--- config.mk ---
export PLATFORM = sky130hd
export DESIGN_NAME = ui_debounce
export DESIGN_NICKNAME = d
export VERILOG_FILES = /design/src/rtl/ui_debounce.sv
export SDC_FILE = /design/constraint.sdc
export NUM_CORES = 1
export LEC_CHECK = 0
export CAP_MARGIN = 5
export CORE_UTILIZATION = 45
export DETAILED_ROUTE_END_ITERATION = 8
export PLACE_DENSITY = 0.69
export SETUP_SLACK_MARGIN = 0.1
export SYNTH_ARGS = -nofsm -noshare
export SYNTH_HDL_FRONTEND = slang
export SYNTH_SLANG_ARGS = --single-unit
--- constraint.sdc ---
create_clock -name clk -period 1.9 [get_ports clk]
set_clock_uncertainty 0.05 [all_clocks]
set_input_delay 0.285 -clock clk [delete_from_list [all_inputs] [get_ports clk]]
set_output_delay 0.285 -clock clk [all_outputs]
set_load 0.01 [all_outputs]
--- src/rtl/ui_debounce.sv ---
// ui_debounce: input conditioning for the demo-board ui_in pins.
// Each bit is brought into the clock domain by a two-flop synchroniser.
// A per-bit stability counter then debounces it. Finally it is turned into a
// registered clean level plus one-cycle rise/fall pulses. An 8-bit wrapping
// counter tallies the cycles in which at least one bit produced a rise.
module ui_debounce #(
  parameter int WIDTH           = 8,
  parameter int DEBOUNCE_CYCLES = 4,
  parameter int CNT_W           = (DEBOUNCE_CYCLES > 2) ? $clog2(DEBOUNCE_CYCLES) : 1
) (
  input  logic             clk,
  input  logic             rst_n,
  input  logic             ena,
  input  logic [WIDTH-1:0] raw_in,
  output logic [WIDTH-1:0] clean_out,
  output logic [WIDTH-1:0] rise_pulse,
  output logic [WIDTH-1:0] fall_pulse,
  output logic [7:0]       evt_count
);

  // The terminal count is reached after DEBOUNCE_CYCLES-1 increments.
  // The edge that sees the terminal count is the DEBOUNCE_CYCLES-th
  // consecutive cycle of disagreement, and that edge commits the new level.
  localparam logic [CNT_W-1:0] CNT_MAX = CNT_W'(DEBOUNCE_CYCLES - 1);

  logic [WIDTH-1:0] s1;
  logic [WIDTH-1:0] s2;
  logic [CNT_W-1:0] cnt      [WIDTH];
  logic [CNT_W-1:0] cnt_next [WIDTH];
  logic [WIDTH-1:0] clean_next;
  logic [WIDTH-1:0] rise_next;
  logic [WIDTH-1:0] fall_next;
  logic [7:0]       evt_next;

  // Two-flop synchroniser. It runs independently of ena, so the sampled view
  // of the pins is current as soon as the design is re-enabled.
  always_ff @(posedge clk) begin
    if (!rst_n) begin
      s1 <= '0;
      s2 <= '0;
    end else begin
      s1 <= raw_in;
      s2 <= s1;
    end
  end

  // Per-bit debounce decision. Pulses default low, so they last exactly one
  // cycle. While ena is low, every counter and level simply holds.
  always_comb begin
    clean_next = clean_out;
    rise_next  = '0;
    fall_next  = '0;
    for (int i = 0; i < WIDTH; i++) begin
      cnt_next[i] = cnt[i];
    end
    if (ena) begin
      for (int i = 0; i < WIDTH; i++) begin
        if (s2[i] == clean_out[i]) begin
          cnt_next[i] = '0;
        end else if (cnt[i] != CNT_MAX) begin
          cnt_next[i] = cnt[i] + 1'b1;
        end else begin
          cnt_next[i]   = '0;
          clean_next[i] = s2[i];
          rise_next[i]  = s2[i];
          fall_next[i]  = ~s2[i];
        end
      end
    end
  end

  // The event count advances once per cycle that has any rise, however many
  // bits rose together. It wraps naturally at 8 bits.
  always_comb begin
    evt_next = evt_count;
    if (|rise_next) begin
      evt_next = evt_count + 8'd1;
    end
  end

  // Debounce state and output registers.
  always_ff @(posedge clk) begin
    if (!rst_n) begin
      for (int i = 0; i < WIDTH; i++) begin
        cnt[i] <= '0;
      end
      clean_out  <= '0;
      rise_pulse <= '0;
      fall_pulse <= '0;
      evt_count  <= '0;
    end else begin
      for (int i = 0; i < WIDTH; i++) begin
        cnt[i] <= cnt_next[i];
      end
      clean_out  <= clean_next;
      rise_pulse <= rise_next;
      fall_pulse <= fall_next;
      evt_count  <= evt_next;
    end
  end

endmodule
==> results of run 1 <==
## area by class of cell
| cell class | instances | area [um^2] | area share |
|---|---|---|---|
| repair buffers | 69 | 638 | 0.184 |
| clock inverters | 3 | 40.0 | 0.0115 |
| inverters | 3 | 11.3 | 0.00325 |
| well taps | 72 | 90.1 | 0.0260 |
| multi-input cells | 195 | 1250 | 0.359 |
| flip-flops and latches | 64 | 1280 | 0.370 |
| clock buffers | 13 | 159 | 0.0458 |
## final timing paths
check | from | endpoint | cells after the start
setup / recovery | cnt[1][2]$_SDFFE_PN0P_ | evt_count[2]$_SDFFE_PN0P_ | 5
hold / removal | ena | clean_out[0]$_SDFFE_PN0P_ | 4
setup reg to reg | cnt[1][2]$_SDFFE_PN0P_ | evt_count[2]$_SDFFE_PN0P_ | 5
hold reg to reg | s1[3]$_SDFF_PN0_ | s2[3]$_SDFF_PN0_ | 1
## layer usage
metal,share of wire,wire length (um),vias up,global-route usage
met2,0.49,2500,48,0.313
li1,-,-,1064,-
met1,0.45,2330,975,0.216
met3,0.040,207,11,0.0548
met5,0,0,-,0
met4,0.019,96,0,0.0849
## where the power goes
part	switching, uW	internal, uW	leakage (uW)
logic	55.4	55.4	0.000736
registers	14.3	1360	0.000521
clock network	497	674	0.000103
total	566	2090	0.00136
## cells by family after synthesis
family                     synth area share
AOI/OAI and AO/OA                    0.0658
xor gates and xnor gates             0.0275
adders and majority gates            0.0442
buffers and inverters                0.0250
DFF                                   0.503
muxes                                0.0314
and+or+nand+nor                       0.303
## registers in the layout, summed over array words and instances (netlist names)
register	count
cnt	16
clean_out	8
evt_count	8
fall_pulse	8
rise_pulse	8
s1	8
s2	8
## worst max-delay path: cells and delay by family (launching register included)
family                     cells  cell delay [ps]
DFF                            1              330
muxes                          1              180
and+or+nand+nor                2              780
AOI/OAI and AO/OA              1              150
adders and majority gates      1              190
## cell usage in the layout (no fill, tap or decap), types with 3 or more instances in the layout
cell type and count:
buf_4 26, nor3_1 12, ha_2 4, ha_1 3, clkbuf_8 11, nand2_1 35, nand3_1 23, nand2b_1 18
inv_1 3, clkdlybuf4s50_1 41, nor2_1 9, and4b_1 7, xor2_1 6, mux2i_1 8, dfxtp_1 61, and2_1 28
dfxtp_2 3, a21oi_1 25
## what timing repair did
item,CTS,global route
gates resized for setup,0,14
buffers inserted,0,1
setup endpoints to repair,0,8
## metrics by stage
step	instances	instance area (um^2)	setup slack, ps
6_report	419	3470	161
5_1_grt	419	3470	98.2
4_1_cts	418	3410	100
3_5_place_dp	402	3210	-255
3_3_place_gp	402	3210	-236
2_1_floorplan	274	2550	158
==> results.txt, run 1 <==
Status = complete, no violations
Clk buf depth = 2
CTS tree = built
Largest vdd supply drop = 0.440 mV
Via count = 2098
Post-synth ARST share = 0
Largest cells by area after synthesis = dfxtp_1, and2_1, nand2_1, a21oi_1, nand3_1
Area leader, netlist = dfxtp_1
Final Setup Violations = 0
Horiz. Die Dim = 77.2 um
I/O pin count = 43
Routed WL = 5130 um
Max-slew headroom = 0.727
Vias/cell = 5.01
Layout cells sized above 1 = 0.164
Gr ovfl total = 0
Gr usage total = 0.186
Most frequent cell after synthesis = dfxtp_1
First-pass GRT wire length = 8630 um
Dpl hpwl = 3600 um
Register area share after synthesis = 0.503
Worst hold path class = input pin to register
TritonCTS buffer count = 9
Fin crit share = 0.915
Number of hold violations in the final report = 0
# diodes = 0
CP Data Arrival Time = 1960 ps
Static Leakage = 0.00136 uW
Pwr/cell area = 766 nW/um^2
Wire per inst = 12.2 um
Core Area = 5470 um^2
Root Driver = clkbuf_8
CP Max Fanout = 4
Synth warn = 0
Vias in the first global route = 1935
# fillers = 457
DRT iter0 DRCs = 87
Yosys cell types = 25
Pre-Repair DR Iteration Count = 5
Unrepaired setup endpoints after global routing = no
Full die area = 5970 um^2
Setup TNS = 0 ps
Final Power = 2660 uW
Slew Viols, Final = 0
Syn avg cell area = 9.30 um^2
Worst-path clk slew = 70 ps
Initial antenna violation count = 0
Gpl congestion = 0.769
Row count = 27
Critical path required time = 2120 ps
Max Fclk = 575 MHz
Seq cells post-synth = 64
Area delta synth->final = 36.2%
Endpoint class of the critical path = register
Final Util = 0.634
Syn_nets = 294
CP cell instances = ha_2, and4b_1, or4_4, o21ai_2, mux2i_1
Top cell type's share of synthesized area = 0.503
Crit path kind = register to register
Final nets = 362
CP max-delay cell = or4_4
Main synth FF type = dfxtp_1
PortBufs = 42
CP Launch Type = register
Mapped Area = 2550 um^2
Clock Latency Late Sink = 330 ps
Worst reg2reg setup slack = 160 ps
Routed Antenna Nets = 0
H-tree depth = 3
Worst stage delay on the critical path = 580 ps
Cts hold-fix bufs = 0
Chip height = 77.2 um
Slew at the pin closest to its max-slew limit = 408 ps
EDFF count, synth = 0
Initial Util = 0.465
Most common library cells after synthesis = dfxtp_1, nand2_1, and2_1, a21oi_1, nand3_1
Sink Count = 64
Number of remaining DRC errors = 0
Min cycle time layout = 1740 ps
Largest net degree at the start of global routing = 26
Syn Inst Count = 274
Worst hold slack = 371 ps
Max Cap Violations = 0
Note: power is estimated with default switching activity, not from simulation.
==> inputs of run 2 (changes only) <==
--- a/config.mk
+++ b/config.mk
@@ -6,10 +6,11 @@
 export NUM_CORES = 1
 export LEC_CHECK = 0
 export CAP_MARGIN = 5
+export CORE_MARGIN = 2
 export CORE_UTILIZATION = 45
 export DETAILED_ROUTE_END_ITERATION = 8
 export PLACE_DENSITY = 0.69
-export SETUP_SLACK_MARGIN = 0.1
+export SETUP_SLACK_MARGIN = 0.05
 export SYNTH_ARGS = -nofsm -noshare
 export SYNTH_HDL_FRONTEND = slang
 export SYNTH_SLANG_ARGS = --single-unit
==> run 2 against run 1 <==
Net effect: hold slack gained 14 ps; final area is 2.5% lower; setup slack worse by 67 ps; largest cell class unchanged; highest routed layer unchanged.
==> results.txt, run 2 (same netlist as run 1, synthesis figures left out) <==
Slew Viols, Final = 0 (unchanged)
Max Cap Violations = 0 (unchanged)
Initial Util = 0.465 (unchanged)
Dpl hpwl = 3520 um (was 3600 um)
Routed WL = 5060 um (was 5130 um)
Final Util = 0.618 (was 0.634)
R2r startpoint = cnt[1][2]$_SDFFE_PN0P_ (unchanged)
R2R depth = 5 (unchanged)
CP Data Arrival Time = 1970 ps (was 1960 ps)
Routed Antenna Nets = 0 (unchanged)
Chip height = 79.2 um (was 77.2 um)
Worst hold path class = register to register (was input pin to register)
Gr ovfl total = 0 (unchanged)
Area delta synth->final = 32.8% (was 36.2%)
Static Leakage = 0.00132 uW (was 0.00136 uW)
Via count = 2085 (was 2098)
Clk buf depth = 2 (unchanged)
Slew at the pin closest to its max-slew limit = 373 ps (was 408 ps)
CP Launch Type = input pin (was register)
Final nets = 361 (was 362)
Largest register by flop count = cnt (unchanged)
# fillers = 489 (was 457)
Number of remaining DRC errors = 0 (unchanged)
PortBufs = 42 (unchanged)
Core Area = 5470 um^2 (unchanged)
Setup TNS = 0 ps (unchanged)
Pre-Repair DR Iteration Count = 4 (was 5)
Most common cell after layout, fill and taps aside = dfxtp_1 (unchanged)
Final Setup Violations = 0 (unchanged)
Crit path kind = input pin to register (was register to register)
Vias in the first global route = 1885 (was 1935)
Min-delay src = s1[5]$_SDFF_PN0_ (was ena)
Largest vdd supply drop = 0.432 mV (was 0.440 mV)
Max Fclk = 554 MHz (was 575 MHz)
Min cycle time layout = 1810 ps (was 1740 ps)
# diodes = 0 (unchanged)
Most frequent cells in the layout = dfxtp_1, clkdlybuf4s50_1, nand2_1, and2_1, buf_4 (unchanged)
Gpl congestion = 0.759 (was 0.769)
Clock Latency Late Sink = 320 ps (was 330 ps)
Fin crit share = 0.951 (was 0.915)
Row count = 27 (unchanged)
Gr usage total = 0.169 (was 0.186)
Cts hold-fix bufs = 0 (unchanged)
Root Driver = clkbuf_8 (unchanged)
Max reg flops = 16 (unchanged)
Number of hold violations in the final report = 0 (unchanged)
Register area = 1280 um^2 (about the same)
Pwr/cell area = 731 nW/um^2 (was 766 nW/um^2)
Full die area = 6280 um^2 (was 5970 um^2)
First-pass GRT wire length = 8280 um (was 8630 um)
Layout cells sized above 1 = 0.162 (was 0.164)
I/O pin count = 43 (unchanged)
Initial antenna violation count = 0 (unchanged)
Endpoint class of the critical path = register (unchanged)
Worst reg2reg setup slack = 100 ps (was 160 ps)
CTS tree = built (unchanged)
Sink Count = 64 (unchanged)
Worst Hold Path Cells = 1 (was 4)
WHS Endpoint = s2[5]$_SDFF_PN0_ (was clean_out[0]$_SDFFE_PN0P_)
Max-slew headroom = 0.751 (was 0.727)
Unrepaired setup endpoints after global routing = no (unchanged)
H-tree depth = 3 (unchanged)
Worst-path clk slew = 70 ps (about the same)
Wire per inst = 12.1 um (was 12.2 um)
DRT iter0 DRCs = 93 (was 87)
Status = complete, no violations (unchanged)
Worst Setup SP = ena (was cnt[1][2]$_SDFFE_PN0P_)
Critical path required time = 2070 ps (was 2120 ps)
Horiz. Die Dim = 79.2 um (was 77.2 um)
TritonCTS buffer count = 9 (unchanged)
CP Max Fanout = 12 (was 4)
Largest net degree at the start of global routing = 37 (was 26)
Multi-input gate area = 1220 um^2 (was 1250 um^2)
Vias/cell = 4.99 (was 5.01)
Reg2Reg Capture Point = evt_count[1]$_SDFFE_PN0P_ (was evt_count[2]$_SDFFE_PN0P_)
run 2: cell count changes in the layout (fill, tap and decap cells not counted), moves of 2 or more:
| cell | change |
|---|---|
| clkinv_2 | +2 |
| ha_4 | -2 |
| and4b_2 | +2 |
| and4b_1 | -2 |
run 2: layout make-up:
cell class,instances,share of cell area
clock buffer,12,0.0429
sequential,64,0.379
inverter,3,0.00333
timing repair buffer,68,0.182
multi-input combinational,195,0.360
tap,72,0.0266
clock inverter,4,0.00592
run 2: timing repair:
item | in CTS | in global routing
endpoints found under the setup margin | 0 | 4
gates resized for setup | 0 | 9
setup buffers | 0 | 3
run 2: worst max path at each step:
| stage | to | slack [ps] | cells after the start |
|---|---|---|---|
| 5_1_grt | evt_count[7]$_SDFFE_PN0P_ | 50 | 6 |
| 4_1_cts | evt_count[7]$_SDFFE_PN0P_ | 70 | 5 |
| 6_report | evt_count[1]$_SDFFE_PN0P_ | 90 | 6 |
| 3_3_place_gp | evt_count[2]$_SDFFE_PN0P_ | -210 | 6 |
| 2_1_floorplan | evt_count[2]$_SDFFE_PN0P_ | 160 | 5 |
| 3_5_place_dp | evt_count[7]$_SDFFE_PN0P_ | -240 | 6 |
run 2: critical path, stage by stage:
cell and delay, ps:
clkdlybuf4s50_1 390, buf_4 170, and4b_2 240, or4_4 570, o21ai_0 210, a21oi_1 90
run 2: per-layer routing:
metal | global-route usage | vias to the layer above | routed length (um)
li1 | - | 1065 | -
met1 | 0.197 | 965 | 2280
met2 | 0.291 | 44 | 2470
met3 | 0.0386 | 11 | 196
met4 | 0.0862 | 0 | 114
met5 | 0 | - | 0
run 2: stage by stage:
| stage | worst slack, ps | hold WS, ps | cell area [um^2] | cells | power [uW] |
|---|---|---|---|---|---|
| after floorplan | 158 | 362 | 2550 | 274 | 1470 |
| final | 93.9 | 385 | 3380 | 418 | 2470 |
| after global routing | 50.5 | 403 | 3380 | 418 | 2570 |
| after CTS | 72.3 | 390 | 3340 | 415 | 2490 |
| after detailed placement | -243 | 374 | 3180 | 399 | 1510 |
| after global placement | -211 | 364 | 3180 | 399 | 1510 |
run 2: where the power goes:
part | switching (uW) | internal, uW
Combinational | 54.4 | 52.8
Clock | 490 | 501
Sequential | 14.0 | 1360
Total | 559 | 1920
==> inputs of run 3 (changes only) <==
--- a/config.mk
+++ b/config.mk
@@ -5,10 +5,12 @@
 export SDC_FILE = /design/constraint.sdc
 export NUM_CORES = 1
 export LEC_CHECK = 0
+export ABC_AREA = 1
 export CAP_MARGIN = 5
 export CORE_MARGIN = 2
 export CORE_UTILIZATION = 45
 export DETAILED_ROUTE_END_ITERATION = 8
+export MAX_ROUTING_LAYER = met4
 export PLACE_DENSITY = 0.69
 export SETUP_SLACK_MARGIN = 0.05
 export SYNTH_ARGS = -nofsm -noshare
==> run 3 against run 2 <==
Net effect: via count rose by 3.5%; largest power group unchanged; clock power barely moved; critical path type is now register to primary output; setup slack improved by 150 ps; utilization is 3.4 points lower; critical path depth fell by 5.
==> results.txt, run 3 <==
Status = complete, no violations (unchanged)
Top cell type's share of synthesized area = 0.475 (was 0.503)
Worst hold slack = 364 ps (was 385 ps)
Register area = 1280 um^2 (about the same)
Unrepaired setup endpoints after global routing = no (unchanged)
Cts hold-fix bufs = 0 (unchanged)
Row count = 28 (was 27)
Syn avg cell area = 7.90 um^2 (was 9.30 um^2)
Full die area = 6620 um^2 (was 6280 um^2)
Gpl congestion = 0.814 (was 0.759)
Slew at the pin closest to its max-slew limit = 279 ps (was 373 ps)
Area leader, netlist = dfxtp_1 (unchanged)
Gr ovfl total = 0 (unchanged)
Family with the most delay on the worst path = buffers and inverters (was simple AND/OR/NAND/NOR gates)
DRT iter0 DRCs = 80 (was 93)
Syn_nets = 361 (was 294)
CP max-delay cell = clkdlybuf4s50_1 (was or4_4)
Pwr/cell area = 735 nW/um^2 (was 731 nW/um^2)
Largest net degree at the start of global routing = 33 (was 37)
CP Buf/Inv Count = 1 (was 2)
Synth warn = 0 (unchanged)
Worst hold path class = register to register (unchanged)
Wire per inst = 10.3 um (was 12.1 um)
Fin crit share = 0.873 (was 0.951)
Clk buf depth = 2 (unchanged)
TritonCTS buffer count = 9 (unchanged)
Mapped Area = 2700 um^2 (was 2550 um^2)
CTS tree = built (unchanged)
Layout Cells excl Fill = 469 (was 418)
Largest cells by area after synthesis = dfxtp_1, nand2_1, inv_1, nor2_1, ha_1 (was dfxtp_1, and2_1, nand2_1, a21oi_1, nand3_1)
Worst stage delay on the critical path = 570 ps (about the same)
Pre-Repair DR Iteration Count = 4 (unchanged)
Largest vdd supply drop = 0.404 mV (was 0.432 mV)
Setup Buffers After CTS = 0 (unchanged)
Max-slew headroom = 0.812 (was 0.751)
I/O pin count = 43 (unchanged)
Final nets = 410 (was 361)
Chip height = 81.4 um (was 79.2 um)
Endpoint class of the critical path = primary output (was register)
Min cycle time layout = 1660 ps (was 1810 ps)
Routed WL = 4820 um (was 5060 um)
Critical path required time = 1560 ps (was 2070 ps)
# fillers = 531 (was 489)
Clock Latency Late Sink = 330 ps (was 320 ps)
CP cell instances = clkdlybuf4s50_1 (was clkdlybuf4s50_1, buf_4, and4b_2, or4_4, o21ai_0, a21oi_1)
Final Power = 2510 uW (was 2470 uW)
Most frequent cells in the layout = nand2_1, dfxtp_1, inv_1, clkdlybuf4s50_1, nor2_1 (was dfxtp_1, clkdlybuf4s50_1, nand2_1, and2_1, buf_4)
CP Max Fanout = 6 (was 12)
Setup TNS = 0 ps (unchanged)
Reg2Reg Capture Point = evt_count[2]$_SDFFE_PN0P_ (was evt_count[1]$_SDFFE_PN0P_)
Cell area after placement = 3250 um^2 (was 3180 um^2)
Placed cells = 454 (was 399)
Worst Setup SP = evt_count[5]$_SDFFE_PN0P_ (was ena)
PortBufs = 42 (unchanged)
Max Fclk = 603 MHz (was 554 MHz)
Vias in the first global route = 1976 (was 1885)
Syn Inst Count = 341 (was 274)
Slew Viols, Final = 0 (unchanged)
Vias/cell = 4.60 (was 4.99)
Register area share after synthesis = 0.475 (was 0.503)
PostCTS Resize Cnt = 0 (unchanged)
Dpl hpwl = 3450 um (was 3520 um)
R2r startpoint = cnt[1][4]$_SDFFE_PN0P_ (was cnt[1][2]$_SDFFE_PN0P_)
Worst setup endpoint = evt_count[5] (was evt_count[1]$_SDFFE_PN0P_)
Root Driver = clkbuf_8 (unchanged)
Multi-input gate area = 1100 um^2 (was 1220 um^2)
Horiz. Die Dim = 81.4 um (was 79.2 um)
First-pass GRT wire length = 8290 um (was 8280 um)
Gr usage total = 0.167 (was 0.169)
Yosys cell types = 21 (was 25)
Final Setup Violations = 0 (unchanged)
Routed Antenna Nets = 0 (unchanged)
CP Launch Type = register (was input pin)
Worst reg2reg setup slack = 500 ps (was 100 ps)
Most common cell after layout, fill and taps aside = nand2_1 (was dfxtp_1)
Initial Util = 0.461 (was 0.465)
Number of hold violations in the final report = 0 (unchanged)
Max Cap Violations = 0 (unchanged)
Most frequent cell after synthesis = nand2_1 (was dfxtp_1)
EDFF count, synth = 0 (unchanged)
Most common library cells after synthesis = nand2_1, dfxtp_1, inv_1, nor2_1, a21oi_1 (was dfxtp_1, nand2_1, and2_1, a21oi_1, nand3_1)
Area delta synth->final = 26.9% (was 32.8%)
Post-synth ARST share = 0 (unchanged)
Seq cells post-synth = 64 (unchanged)
Via count = 2159 (was 2085)
Sink Count = 64 (unchanged)
Main synth FF type = dfxtp_1 (unchanged)
R2R depth = 8 (was 5)
Worst-path clk slew = 70 ps (about the same)
Initial antenna violation count = 0 (unchanged)
CP Data Arrival Time = 1320 ps (was 1970 ps)
Largest register by flop count = cnt (unchanged)
Post-route cell area = 3420 um^2 (was 3380 um^2)
Crit path kind = register to primary output (was input pin to register)
Max reg flops = 16 (unchanged)
H-tree depth = 3 (unchanged)
Static Leakage = 0.00172 uW (was 0.00132 uW)
Core Area = 5850 um^2 (was 5470 um^2)
Number of remaining DRC errors = 0 (unchanged)
CP Depth = 1 (was 6)
# diodes = 0 (unchanged)
Layout cells sized above 1 = 0.109 (was 0.162)
-- run 3: power breakdown --
part           internal, uW  switching, uW
Combinational          52.9           64.4
Clock                   533            485
Sequential             1360           14.4
Total                  1950            563
-- run 3: worst reg2reg max path, cell delays in order (launching register included) --
cell and delay, ps:
dfxtp_1 320, ha_1 240, nand4_2 130, nand2_2 80
nor2_4 130, buf_12 160, nand3_1 90, nand2_1 60
nor2_1 30
-- run 3: cell type report --
cell class / count / share of cell area
Clock buffer: 12 / 0.0454
Clock inverter: 3 / 0.00512
Inverter: 62 / 0.0681
Multi-Input combinational cell: 202 / 0.322
Sequential cell: 64 / 0.375
Tap cell: 75 / 0.0274
Timing Repair Buffer: 51 / 0.157
-- run 3: cells by family after synthesis --
group / synth area share
AND/OR/NAND/NOR: 0.240
flip-flops: 0.475
adder cells (fa/ha/maj): 0.0418
XOR/XNOR: 0.0358
buffers and inverters: 0.116
AO/OA/AOI/OAI: 0.0910
-- run 3: layer usage --
| layer | wire length (um) | share of wire | global-route usage | vias up |
|---|---|---|---|---|
| met5 | 0 | 0 | - | - |
| met2 | 2280 | 0.47 | 0.279 | 42 |
| met4 | 111 | 0.023 | 0.0831 | 0 |
| li1 | - | - | - | 1156 |
| met3 | 181 | 0.038 | 0.0367 | 10 |
| met1 | 2240 | 0.47 | 0.188 | 951 |
-- run 3: how the worst min path moves through the flow --
stage,depth (start not counted),from,slack (ps),end
2_1_floorplan,2,raw_in[0],330,s1[0]$_SDFF_PN0_
3_3_place_gp,2,s1[1]$_SDFF_PN0_,350,s2[1]$_SDFF_PN0_
3_5_place_dp,2,s1[1]$_SDFF_PN0_,350,s2[1]$_SDFF_PN0_
4_1_cts,2,s1[1]$_SDFF_PN0_,370,s2[1]$_SDFF_PN0_
5_1_grt,2,s1[2]$_SDFF_PN0_,390,s2[2]$_SDFF_PN0_
6_report,2,s1[1]$_SDFF_PN0_,360,s2[1]$_SDFF_PN0_
-- run 3: stage by stage --
stage | worst slack [ps] | utilization
global route | 193 | 0.584
detailed placement | 73.0 | 0.555
CTS | 225 | 0.584
floorplan | 567 | -
global placement | 112 | 0.555
finish | 242 | 0.584
